$ cat src/rtl/muldiv_hilo_unit.sv
`default_nettype none
// ============================================================================
// Module      : muldiv_hilo_unit
// Description : Multi-cycle multiply/divide unit holding the architectural
//               HI/LO registers. Sits beside the single-cycle ALU in EX and
//               takes the same X/Y operands. MULT/MULTU use a radix-2
//               shift-add multiplier and DIV/DIVU use a radix-2 restoring
//               divider; both work on operand magnitudes and apply the sign
//               in a final FIN cycle. MTHI/MTLO write HI/LO directly.
//
// Ports       : clk    - rising-edge clock
//               rst_n  - asynchronous reset, active low
//               X      - dividend / multiplicand / MTHI-MTLO data
//               Y      - divisor / multiplier
//               Op     - 0 MULT, 1 MULTU, 2 DIV, 3 DIVU, 4 MTHI, 5 MTLO,
//                        6-7 reserved (ignored)
//               Start  - request, sampled only while Busy=0
//               Flush  - abort in-flight op / drop a simultaneous Start
//               Busy   - iterative op in progress (hazard unit stalls on it)
//               Done   - one-cycle pulse after a mult/div wrote HI/LO
//               HI, LO - architectural HI/LO registers
//
// Config      : MULDIV_FAST_MULT_EN - when defined, MULT/MULTU are computed
//               combinationally and written at the accept edge (Busy stays
//               low, Done pulses the next cycle). DIV/DIVU stay iterative.
//
// Revision    : 1.0 - initial release
// ============================================================================
module muldiv_hilo_unit (
    input  logic        clk,
    input  logic        rst_n,
    input  logic [31:0] X,
    input  logic [31:0] Y,
    input  logic [2:0]  Op,
    input  logic        Start,
    input  logic        Flush,
    output logic        Busy,
    output logic        Done,
    output logic [31:0] HI,
    output logic [31:0] LO
);

    // Iterations per operation; fixed by the 32-bit datapath.
    localparam int ITER = 32;

    localparam logic [2:0] OP_MTHI = 3'd4;
    localparam logic [2:0] OP_MTLO = 3'd5;

    typedef enum logic [1:0] {
        ST_IDLE = 2'd0,
        ST_RUN  = 2'd1,
        ST_FIN  = 2'd2
    } state_t;

    state_t      state;
    logic [4:0]  count;
    // acc_hi : multiply partial-product high word / divide partial remainder
    // acc_lo : multiplier being shifted out / dividend shifted out, quotient in
    // opnd_b : multiplicand magnitude / divisor magnitude
    logic [31:0] acc_hi;
    logic [31:0] acc_lo;
    logic [31:0] opnd_b;
    logic        is_div;
    logic        neg_q;      // negate product / quotient in FIN
    logic        neg_r;      // negate remainder in FIN (dividend was negative)
    logic        div_zero;   // divisor was zero

    // ------------------------------------------------------------------------
    // Request decode
    // ------------------------------------------------------------------------
    logic        start_ok;
    logic        md_req;
    logic        iter_req;
    logic        signed_op;
    logic [31:0] abs_x;
    logic [31:0] abs_y;

    // Flush in IDLE drops any Start, including MTHI/MTLO.
    assign start_ok  = Start && !Flush && (state == ST_IDLE);
    assign md_req    = start_ok && !Op[2];
    // Op 0 (MULT) and 2 (DIV) are the signed variants.
    assign signed_op = !Op[0];
    assign abs_x     = (signed_op && X[31]) ? (~X + 32'd1) : X;
    assign abs_y     = (signed_op && Y[31]) ? (~Y + 32'd1) : Y;

`ifdef MULDIV_FAST_MULT_EN
    logic        fast_req;
    logic [63:0] ext_x;
    logic [63:0] ext_y;
    logic [63:0] fast_prod;

    assign iter_req  = md_req && Op[1];
    assign fast_req  = md_req && !Op[1];
    // A 64-bit product of sign-extended operands, truncated to 64 bits,
    // equals the signed product; zero extension gives the unsigned one.
    assign ext_x     = {(signed_op ? {32{X[31]}} : 32'd0), X};
    assign ext_y     = {(signed_op ? {32{Y[31]}} : 32'd0), Y};
    assign fast_prod = ext_x * ext_y;
`else
    assign iter_req  = md_req;
`endif

    // ------------------------------------------------------------------------
    // One radix-2 step
    // ------------------------------------------------------------------------
    logic [32:0] mul_sum;
    logic [32:0] div_shift;
    logic [32:0] div_trial;
    logic [31:0] step_hi;
    logic [31:0] step_lo;

    always_comb begin
        mul_sum   = {1'b0, acc_hi} + (acc_lo[0] ? {1'b0, opnd_b} : 33'd0);
        div_shift = {acc_hi, acc_lo[31]};
        div_trial = div_shift - {1'b0, opnd_b};
        step_hi   = acc_hi;
        step_lo   = acc_lo;
        if (is_div) begin
            // Partial remainder is always below the divisor, so the 33-bit
            // trial only has bit 32 set when the subtraction borrowed.
            step_hi = div_trial[32] ? div_shift[31:0] : div_trial[31:0];
            step_lo = {acc_lo[30:0], !div_trial[32]};
        end else begin
            // Add-then-shift: the carry out of the add becomes the new MSB.
            step_hi = mul_sum[32:1];
            step_lo = {mul_sum[0], acc_lo[31:1]};
        end
    end

    // ------------------------------------------------------------------------
    // Sign correction applied in FIN
    // ------------------------------------------------------------------------
    logic [63:0] prod_mag;
    logic [63:0] prod_fix;
    logic [31:0] res_hi;
    logic [31:0] res_lo;

    always_comb begin
        prod_mag = {acc_hi, acc_lo};
        prod_fix = neg_q ? (~prod_mag + 64'd1) : prod_mag;
        res_hi   = prod_fix[63:32];
        res_lo   = prod_fix[31:0];
        if (is_div) begin
            // Remainder follows the dividend's sign. With a zero divisor the
            // remainder magnitude equals |X|, so this restores X itself.
            res_hi = neg_r ? (~acc_hi + 32'd1) : acc_hi;
            if (div_zero) begin
                res_lo = 32'hFFFF_FFFF;
            end else begin
                res_lo = neg_q ? (~acc_lo + 32'd1) : acc_lo;
            end
        end
    end

    // ------------------------------------------------------------------------
    // Control FSM and HI/LO
    // ------------------------------------------------------------------------
    always_ff @(posedge clk or negedge rst_n) begin
        if (!rst_n) begin
            state    <= ST_IDLE;
            count    <= 5'd0;
            acc_hi   <= 32'd0;
            acc_lo   <= 32'd0;
            opnd_b   <= 32'd0;
            is_div   <= 1'b0;
            neg_q    <= 1'b0;
            neg_r    <= 1'b0;
            div_zero <= 1'b0;
            Busy     <= 1'b0;
            Done     <= 1'b0;
            HI       <= 32'd0;
            LO       <= 32'd0;
        end else begin
            Done <= 1'b0;
            case (state)
                ST_IDLE: begin
                    if (iter_req) begin
                        state    <= ST_RUN;
                        Busy     <= 1'b1;
                        count    <= 5'd0;
                        is_div   <= Op[1];
                        neg_q    <= signed_op && (X[31] ^ Y[31]);
                        neg_r    <= signed_op && X[31];
                        div_zero <= Op[1] && (Y == 32'd0);
                        acc_hi   <= 32'd0;
                        // Multiply shifts the multiplier (|Y|) out of acc_lo
                        // and adds |X|; divide shifts |X| out of acc_lo.
                        acc_lo   <= Op[1] ? abs_x : abs_y;
                        opnd_b   <= Op[1] ? abs_y : abs_x;
                    end
`ifdef MULDIV_FAST_MULT_EN
                    else if (fast_req) begin
                        HI   <= fast_prod[63:32];
                        LO   <= fast_prod[31:0];
                        Done <= 1'b1;
                    end
`endif
                    else if (start_ok && (Op == OP_MTHI)) begin
                        HI <= X;
                    end else if (start_ok && (Op == OP_MTLO)) begin
                        LO <= X;
                    end
                end

                ST_RUN: begin
                    if (Flush) begin
                        state <= ST_IDLE;
                        Busy  <= 1'b0;
                    end else begin
                        acc_hi <= step_hi;
                        acc_lo <= step_lo;
                        count  <= count + 5'd1;
                        if (count == 5'(ITER - 1)) begin
                            state <= ST_FIN;
                        end
                    end
                end

                ST_FIN: begin
                    // Flush wins over the result write.
                    state <= ST_IDLE;
                    Busy  <= 1'b0;
                    if (!Flush) begin
                        HI   <= res_hi;
                        LO   <= res_lo;
                        Done <= 1'b1;
                    end
                end

                default: begin
                    state <= ST_IDLE;
                    Busy  <= 1'b0;
                end
            endcase
        end
    end

endmodule
`default_nettype wire

$ cat config.mk
export PLATFORM = sky130hd
export DESIGN_NAME = muldiv_hilo_unit
export DESIGN_NICKNAME = d
export VERILOG_FILES = /design/src/rtl/muldiv_hilo_unit.sv
export SDC_FILE = /design/constraint.sdc
export NUM_CORES = 1
export LEC_CHECK = 0
export ABC_AREA = 1
export BUFFER_PORTS_ARGS = -buffer_cell sky130_fd_sc_hd__buf_2
export CAP_MARGIN = 20
export CORE_MARGIN = 2
export CORE_UTILIZATION = 47
export DETAILED_ROUTE_END_ITERATION = 8
export PLACE_DENSITY_LB_ADDON = 0.3
export SETUP_SLACK_MARGIN = 0.4
export SYNTH_ARGS = -nofsm -noshare
export SYNTH_HDL_FRONTEND = slang
export SYNTH_SLANG_ARGS = --single-unit
$ cat constraint.sdc
create_clock -name clk -period 2.74 [get_ports clk]
set_input_delay 0.274 -clock clk [delete_from_list [all_inputs] [get_ports clk]]
set_output_delay 0.274 -clock clk [all_outputs]
set_load 0.02 [all_outputs]
==> key figures, run 1 <==
Global route
  – Number of global-route vias before repair: 20,251
  – GRT Overall Usage: 38.8%
  – Maximum number of pins on one net before global-route repair: 90
  – Global-route wire length before repair: 121,000 um
  – Number of antenna violations at the first check in global routing: 1
  – Remaining Overflow, GRT: 0

Critical path
  – Crit-path max cell delay: 0.43 ns
  – Reg2reg setup slack: 0.26 ns
  – Cell chain of the critical path: ha_4 > fa_2 > inv_2 > nand2_2 > nand2_2 > nand3_2 > nand2_2 > nand2_2 > nand2_2 > nand2_4 > nand2_8 > nand2_8 > buf_12 > nand3_1 > nand2_1 > o21ai_1 > nand2_1
  – Slowest library cell on the worst path: dfrtp_1
  – Worst Path Arrival: 2.83 ns
  – Cell class contributing the biggest share of worst-path delay: simple AND/OR/NAND/NOR gates
  – Required time of the critical path: 3.09 ns
  – Count of buffer and inverter cells on the critical path: 2
  – Number of cells on the worst reg-to-reg path: 17
  – Reg-to-reg endpoint: acc_hi[13]
  – Cell seen most often among critical-path stages: nand2_2
  – Highest fanout seen on the critical path: 6
  – Worst Setup Start Kind: register
  – Type of element capturing the critical path: register
  – Critical setup path kind: register to register
  – RR Startpoint: opnd_b[0]

Clock network
  – Sinks on Clock Net: 173
  – Register clock-pin slew on the reported worst setup and hold paths: 0.07 ns
  – Cell at the root of the clock tree: clkbuf_16
  – Max H-tree Level: 4
  – Number of buffers created by CTS: 17
  – Longest Clk Path Bufs: 2
  – Clock Latency Late Sink: 0.48 ns
  – CTS tree: yes

Floorplanning
  – Die extent in x: 202 um
  – Core area: 38,700 um2
  – Number of ports placed on the die boundary: 137
  – Number of cell rows: 72
  – Die outline height: 202 um
  – Starting utilization of the core area: 47.8%
  – Area of the die: 41,000 um2

Logic synthesis
  – Post-synthesis instance total: 3,216
  – Sequential fraction of the synthesis area: 23.4%
  – FFs w/ async S/R, synth: 100%
  – Library cells used by synthesis: 49
  – Yosys warning count: 0
  – Post-synth EDFFs: 0
  – Syn_area_per_cell: 5.75 um2
  – Post-synth net total: 3,359
  – Post-synthesis instance area: 18,500 um2
  – Primary FF master, synth: dfrtp_1
  – Register bit total from synthesis: 173

Min path
  – Hold Path Class: input port to register
  – Number of cells traversed by the worst hold path: 3
  – Origin of the worst min-delay path: Y[0]
  – Worst min-delay path endpoint: acc_lo[0]

STA
  – Final-report max-slew violation count: 0
  – Transition time at the pin with the least slew margin: 0.684 ns
  – Unrepaired setup endpoints after global routing: yes
  – Hold Violations, Final: 0
  – Worst relative slew slack: 54.4%
  – Count of endpoints failing setup in the final report: 0
  – Final clock skew: 0.0199 ns
  – Final worst path period share: 90.4%
  – Sum Neg Setup Slack: 0 ns
  – Time the worst path needs with I/O delays and setup: 2.48 ns
  – Maximum operating frequency: 404 MHz

Final layout
  – Footprint of the multi-input gates: 13,600 um2
  – Area overhead of the layout relative to synthesis: 22.6%
  – Final #Nets: 3,537
  – Fraction of final layout cells with drive strength greater than 1: 18.1%
  – Commonest cells after routing, fill and taps aside: nand2_1 (899), inv_1 (409), nor2_1 (387)
  – Most common cell after layout, fill and taps aside: nand2_1
  – Core occupancy in the finished layout: 58.5%
  – Antenna diodes: 0
  – Final-layout fill cell count: 3,838
  – Area taken by flip-flops and latches: 4340 um2

Routing
  – Post-DR wirelength/cell: 20.9 um
  – Number of violations reported at the end of detailed-routing iteration 0: 3,022
  – Vias after detailed routing: 22,994
  – Post-detailed-route DRC marker count: 0
  – Final ANT Viol Nets: 0
  – First-pass iteration count of the detailed router: 9
  – Vias per inst: 5.86
  – Total wire length: 82,100 um

Power and ir drop
  – P per Cell Area: 1030 nW/um2
  – Static Leak: 0.0114 uW
  – Final Total Pwr: 23,400 uW
  – Worst VDD drop: 0.000638 V

Job
  – Max-cap violations: 0

Placement
  – Number of buffers inserted by port buffering: 136
  – HPWL after detailed placement: 63,800 um
  – Routability cong.: 1.06

Status
  – Status: completed
==> cells in the mapped netlist (all sizes together), types with 2 or more instances <==
| cell type | count | area share, % |
|---|---|---|
| a21boi | 2 | 0.081 |
| a21o | 9 | 0.37 |
| a21oi | 197 | 5.3 |
| a22o | 2 | 0.095 |
| a22oi | 18 | 0.73 |
| a2bb2oi | 17 | 0.80 |
| a31oi | 9 | 0.30 |
| and2 | 3 | 0.10 |
| buf | 61 | 1.7 |
| clkbuf | 53 | 1.1 |
| dfrtp | 173 | 23 |
| fa | 2 | 0.22 |
| ha | 70 | 4.7 |
| inv | 430 | 8.7 |
| nand2 | 973 | 20 |
| nand3 | 348 | 9.5 |
| nand3b | 20 | 0.81 |
| nand4 | 35 | 1.2 |
| nor2 | 453 | 9.5 |
| nor3 | 33 | 0.89 |
| nor4 | 2 | 0.068 |
| o211ai | 24 | 0.97 |
| o21ai | 184 | 5.0 |
| o21bai | 13 | 0.53 |
| o221ai | 13 | 0.62 |
| o31ai | 3 | 0.12 |
| or2 | 8 | 0.27 |
| xnor2 | 15 | 0.71 |
| xor2 | 40 | 1.9 |
==> worst max path at each step <==
stage | cells after the start | endpoint | from
final | 17 | acc_hi[13] | opnd_b[0]
after CTS | 18 | acc_hi[30] | acc_lo[0]
after detailed placement | 18 | acc_hi[21] | acc_lo[31]
after global routing | 17 | acc_hi[13] | opnd_b[0]
after floorplan | 19 | acc_hi[27] | acc_lo[0]
after global placement | 16 | acc_hi[31] | acc_lo[0]
==> power breakdown <==
part / internal, uW / switching, uW
sequential: 3300 / 846
clock: 1390 / 1190
combinational: 5950 / 10800
==> state kept, by name (all words and copies together) (netlist names) <==
name / flops
count: 5
neg_q: 1
LO: 32
is_div: 1
Busy: 1
acc_hi: 32
div_zero: 1
neg_r: 1
opnd_b: 32
state: 2
HI: 32
acc_lo: 32
Done: 1
==> layer usage <==
layer	vias up	wire length, um	part of all wire (%)	track usage (%)
li1	10731	-	-	-
met1	10481	33000	40	53.9
met2	1511	33500	41	54.9
met3	269	10500	13	10.5
met4	2	5020	6.1	19.4
met5	-	9	0.011	0
==> what timing repair did <==
action | in CTS | in global routing
hold endpoints to repair | 52 | 0
gates cloned | 2 | 6
hold buffers | 1 | 0
pin swaps | 18 | 49
buffers inserted | 12 | 21
gates resized for setup | 104 | 241
setup endpoints to repair | 50 | 129
==> cell families after synthesis <==
kind of cell             after synthesis  share of synthesized area (%)
adder cells (fa/ha/maj)               72                           4.95
buffers and inverters                544                           11.5
AND/OR/NAND/NOR                     1876                           42.3
AO/OA/AOI/OAI                        496                           15.2
flip-flops                           173                           23.4
XOR/XNOR                              55                           2.60
==> tightest hold or removal path, delay by kind of cell <==
| kind | cells | cell delay [ns] |
|---|---|---|
| AO/OA/AOI/OAI | 2 | 0.20 |
| buffers and inverters | 1 | 0.14 |
==> final cells by class <==
type	count	area share (%)
inverters	430	7.20
repair buffers	269	8.43
clock buffers	19	1.95
multi-input cells	2503	59.8
clock inverters	13	0.662
well taps	518	2.86
flip-flops and latches	173	19.1
==> per-stage QoR <==
step	hold slack, ns	setup slack (ns)	cells	instance area [um2]
final	0.183	0.262	3925	22700
after global routing	0.173	0.178	3925	22700
after CTS	0.152	0.353	3898	21400
after detailed placement	0.275	0.0855	3851	20200
after global placement	0.271	0.0790	3851	20200
after floorplan	-0.0216	0.400	3216	18500
Power figures use the tool's default switching activity.
==> inputs of run 2 (changes only) <==
PLACE_DENSITY = 0.7   (was unset)
PLACE_DENSITY_LB_ADDON = unset   (was 0.3)
==> key figures, run 2 (synthesis results as in run 1) <==
Status
  – Status: completed

Global route
  – Global-route wire length before repair: 130,000 um (+7.4%)
  – Number of antenna violations at the first check in global routing: 2 (+1)
  – GRT Overall Usage: 41.9% (+3.2 points)
  – Remaining Overflow, GRT: 0 (unchanged)
  – Number of global-route vias before repair: 21,560 (+6.5%)
  – Maximum number of pins on one net before global-route repair: 90 (unchanged)

Routing
  – Post-detailed-route DRC marker count: 0 (unchanged)
  – Vias after detailed routing: 23,402 (+1.8%)
  – Vias per inst: 5.87 (+0.22%)
  – First-pass iteration count of the detailed router: 6 (-3)
  – Final ANT Viol Nets: 0 (unchanged)
  – Number of violations reported at the end of detailed-routing iteration 0: 2,983 (-1.3%)
  – Post-DR wirelength/cell: 22.2 um (+6.1%)
  – Total wire length: 88,400 um (+7.8%)

Min path
  – Hold Path Class: input port to register

Power and ir drop
  – Design internal power: 11,000 uW (+3.8%)
  – P per Cell Area: 1030 nW/um2 (-0.50%)
  – Final Total Pwr: 24,000 uW (+2.3%)
  – Portion of total power attributed to the clock network: 10.3% (-0.7 points)
  – Sw frac: 53.9% (-0.69 points)
  – Static Leak: 0.0117 uW (+2.9%)
  – Worst VDD drop: 0.000682 V (+6.9%)
  – Sequential power share: 17.9% (+0.2 points)
  – Sw power: 12,900 uW (+0.96%)
  – Logic pwr share: 71.8% (+0.5 points)

Critical path
  – Worst Path Arrival: 2.83 ns (about the same)
  – Highest fanout seen on the critical path: 7 (+1)
  – Worst Setup Start Kind: register
  – Type of element capturing the critical path: register
  – Required time of the critical path: 3.10 ns (about the same)
  – Reg2reg setup slack: 0.27 ns (about the same)
  – Critical setup path kind: register to register

Final layout
  – Design Area, Final: 23,300 um2 (+2.8%)
  – Most common cell after layout, fill and taps aside: nand2_1
  – Area overhead of the layout relative to synthesis: 26.0%
  – Number of standard cells in the final layout excluding fillers: 3,986 (+1.6%)
  – Final #Nets: 3,596 (+1.7%)
  – Fraction of final layout cells with drive strength greater than 1: 21.1% (+3.0 points)
  – Commonest cells after routing, fill and taps aside: nand2_1 (894), inv_1 (392), nor2_1 (385)
  – Final-layout fill cell count: 3,893 (+1.4%)
  – Core occupancy in the finished layout: 60.2% (+1.6 points)

Clock network
  – Cell at the root of the clock tree: clkbuf_16
  – Clock Latency Late Sink: 0.48 ns (about the same)
  – CTS tree: yes
  – Register clock-pin slew on the reported worst setup and hold paths: 0.07 ns (about the same)
  – Number of buffers created by CTS: 17 (unchanged)
  – Sinks on Clock Net: 173 (unchanged)
  – Max H-tree Level: 4 (unchanged)
  – Longest Clk Path Bufs: 2 (unchanged)

Placement
  – Routability cong.: 1.10 (+3.3%)
  – Number of buffers inserted by port buffering: 136 (unchanged)
  – Placed standard-cell area: 20,400 um2 (+0.98%)
  – Inst Count DP: 3,879 (+0.73%)
  – HPWL after detailed placement: 69,000 um (+8.1%)

STA
  – Final worst path period share: 90.2% (-0.19 points)
  – Transition time at the pin with the least slew margin: 0.832 ns (+0.148 ns)
  – Maximum operating frequency: 404 MHz (+0.21%)
  – Unrepaired setup endpoints after global routing: yes
  – Final-report max-slew violation count: 0 (unchanged)
  – Worst hold margin: 0.160 ns (-0.0226 ns)
  – Time the worst path needs with I/O delays and setup: 2.47 ns (-0.00525 ns)
  – Hold Violations, Final: 0 (unchanged)
  – Worst relative slew slack: 44.3% (-10 points)
  – Count of endpoints failing setup in the final report: 0 (unchanged)
  – Final clock skew: 0.0124 ns (-0.00748 ns)

Job
  – Max-cap violations: 0 (unchanged)

Floorplanning
  – Die extent in x: 202 um (unchanged)
  – Area of the die: 41,000 um2 (unchanged)
  – Core area: 38,700 um2 (unchanged)
  – Number of ports placed on the die boundary: 137 (unchanged)
  – Starting utilization of the core area: 47.8% (unchanged)
  – Die outline height: 202 um (unchanged)
  – Number of cell rows: 72 (unchanged)
[run 2: what timing repair did]
item                                    4_1_cts  5_1_grt
cloned                                        3        6
endpoints found under the hold margin        52        0
setup buffers                                27       36
pin swaps                                    25       97
hold buffers                                  1        0
gates resized for setup                     151      267
endpoints found under the setup margin       44       86
[run 2: layer usage]
metal	up-vias	part of all wire [%]	track usage, %
li1	10831	-	-
met1	10866	40	56.3
met2	1446	42	61.8
met3	259	11	9.56
met4	0	6.4	23.9
met5	-	0	0
[run 2: path summary, 6_finish.rpt]
| check | from | end | cells past startpoint |
|---|---|---|---|
| max in group asynchronous | rst_n | acc_hi[20] | 3 |
| setup / recovery | opnd_b[0] | acc_hi[15] | 17 |
| hold reg to reg | LO[1] | LO[1] | 2 |
| hold / removal | Flush | state[1] | 4 |
| setup reg to reg | opnd_b[0] | acc_hi[15] | 17 |
| min in group asynchronous | rst_n | count[1] | 2 |
[run 2: worst max-delay path: stages, from the launching register on]
cell and delay [ns]:
dfrtp_1 0.44, ha_4 0.20, fa_2 0.40, inv_2 0.07, nand2_2 0.05, nand2_2 0.08
nand3_2 0.07, nand2_2 0.12, nand2_2 0.06, nand2_2 0.09, nand2_4 0.07, nand3_4 0.15
nand2_8 0.10, buf_4 0.16, nand2_1 0.08, nand3_1 0.07, nand3_1 0.10, nand2_1 0.06
[run 2: final cells by class]
cell class                      instances  area [um2]  area share, %
Timing Repair inverter                  1        5.00         0.0215
Timing Repair Buffer                  331        2440           10.5
Clock buffer                           21         460           1.98
Antenna cell                            2        5.00         0.0215
Multi-Input combinational cell       2499       13700           58.6
Clock inverter                         11        97.6          0.419
Inverter                              430        1630           7.00
Sequential cell                       173        4350           18.7
Tap cell                              518         648           2.78
[run 2: power by group through the flow]
stage | Clock [uW] | Combinational, uW | Sequential [uW]
final | 2470 | 17200 | 4300
after global placement | 0 | 13400 | 4200
after CTS | 2460 | 15000 | 4220
after global routing | 2570 | 18600 | 4360
after floorplan | 0 | 8700 | 4310
after detailed placement | 0 | 13500 | 4220
[run 2: per-stage QoR]
| step | TNS, ns | setup slack [ns] |
|---|---|---|
| after floorplan | 0 | 0.400 |
| after global placement | -0.0348 | -0.0348 |
| after detailed placement | -0.0611 | -0.0611 |
| after CTS | 0 | 0.319 |
| after global routing | 0 | 0.138 |
| final | 0 | 0.267 |
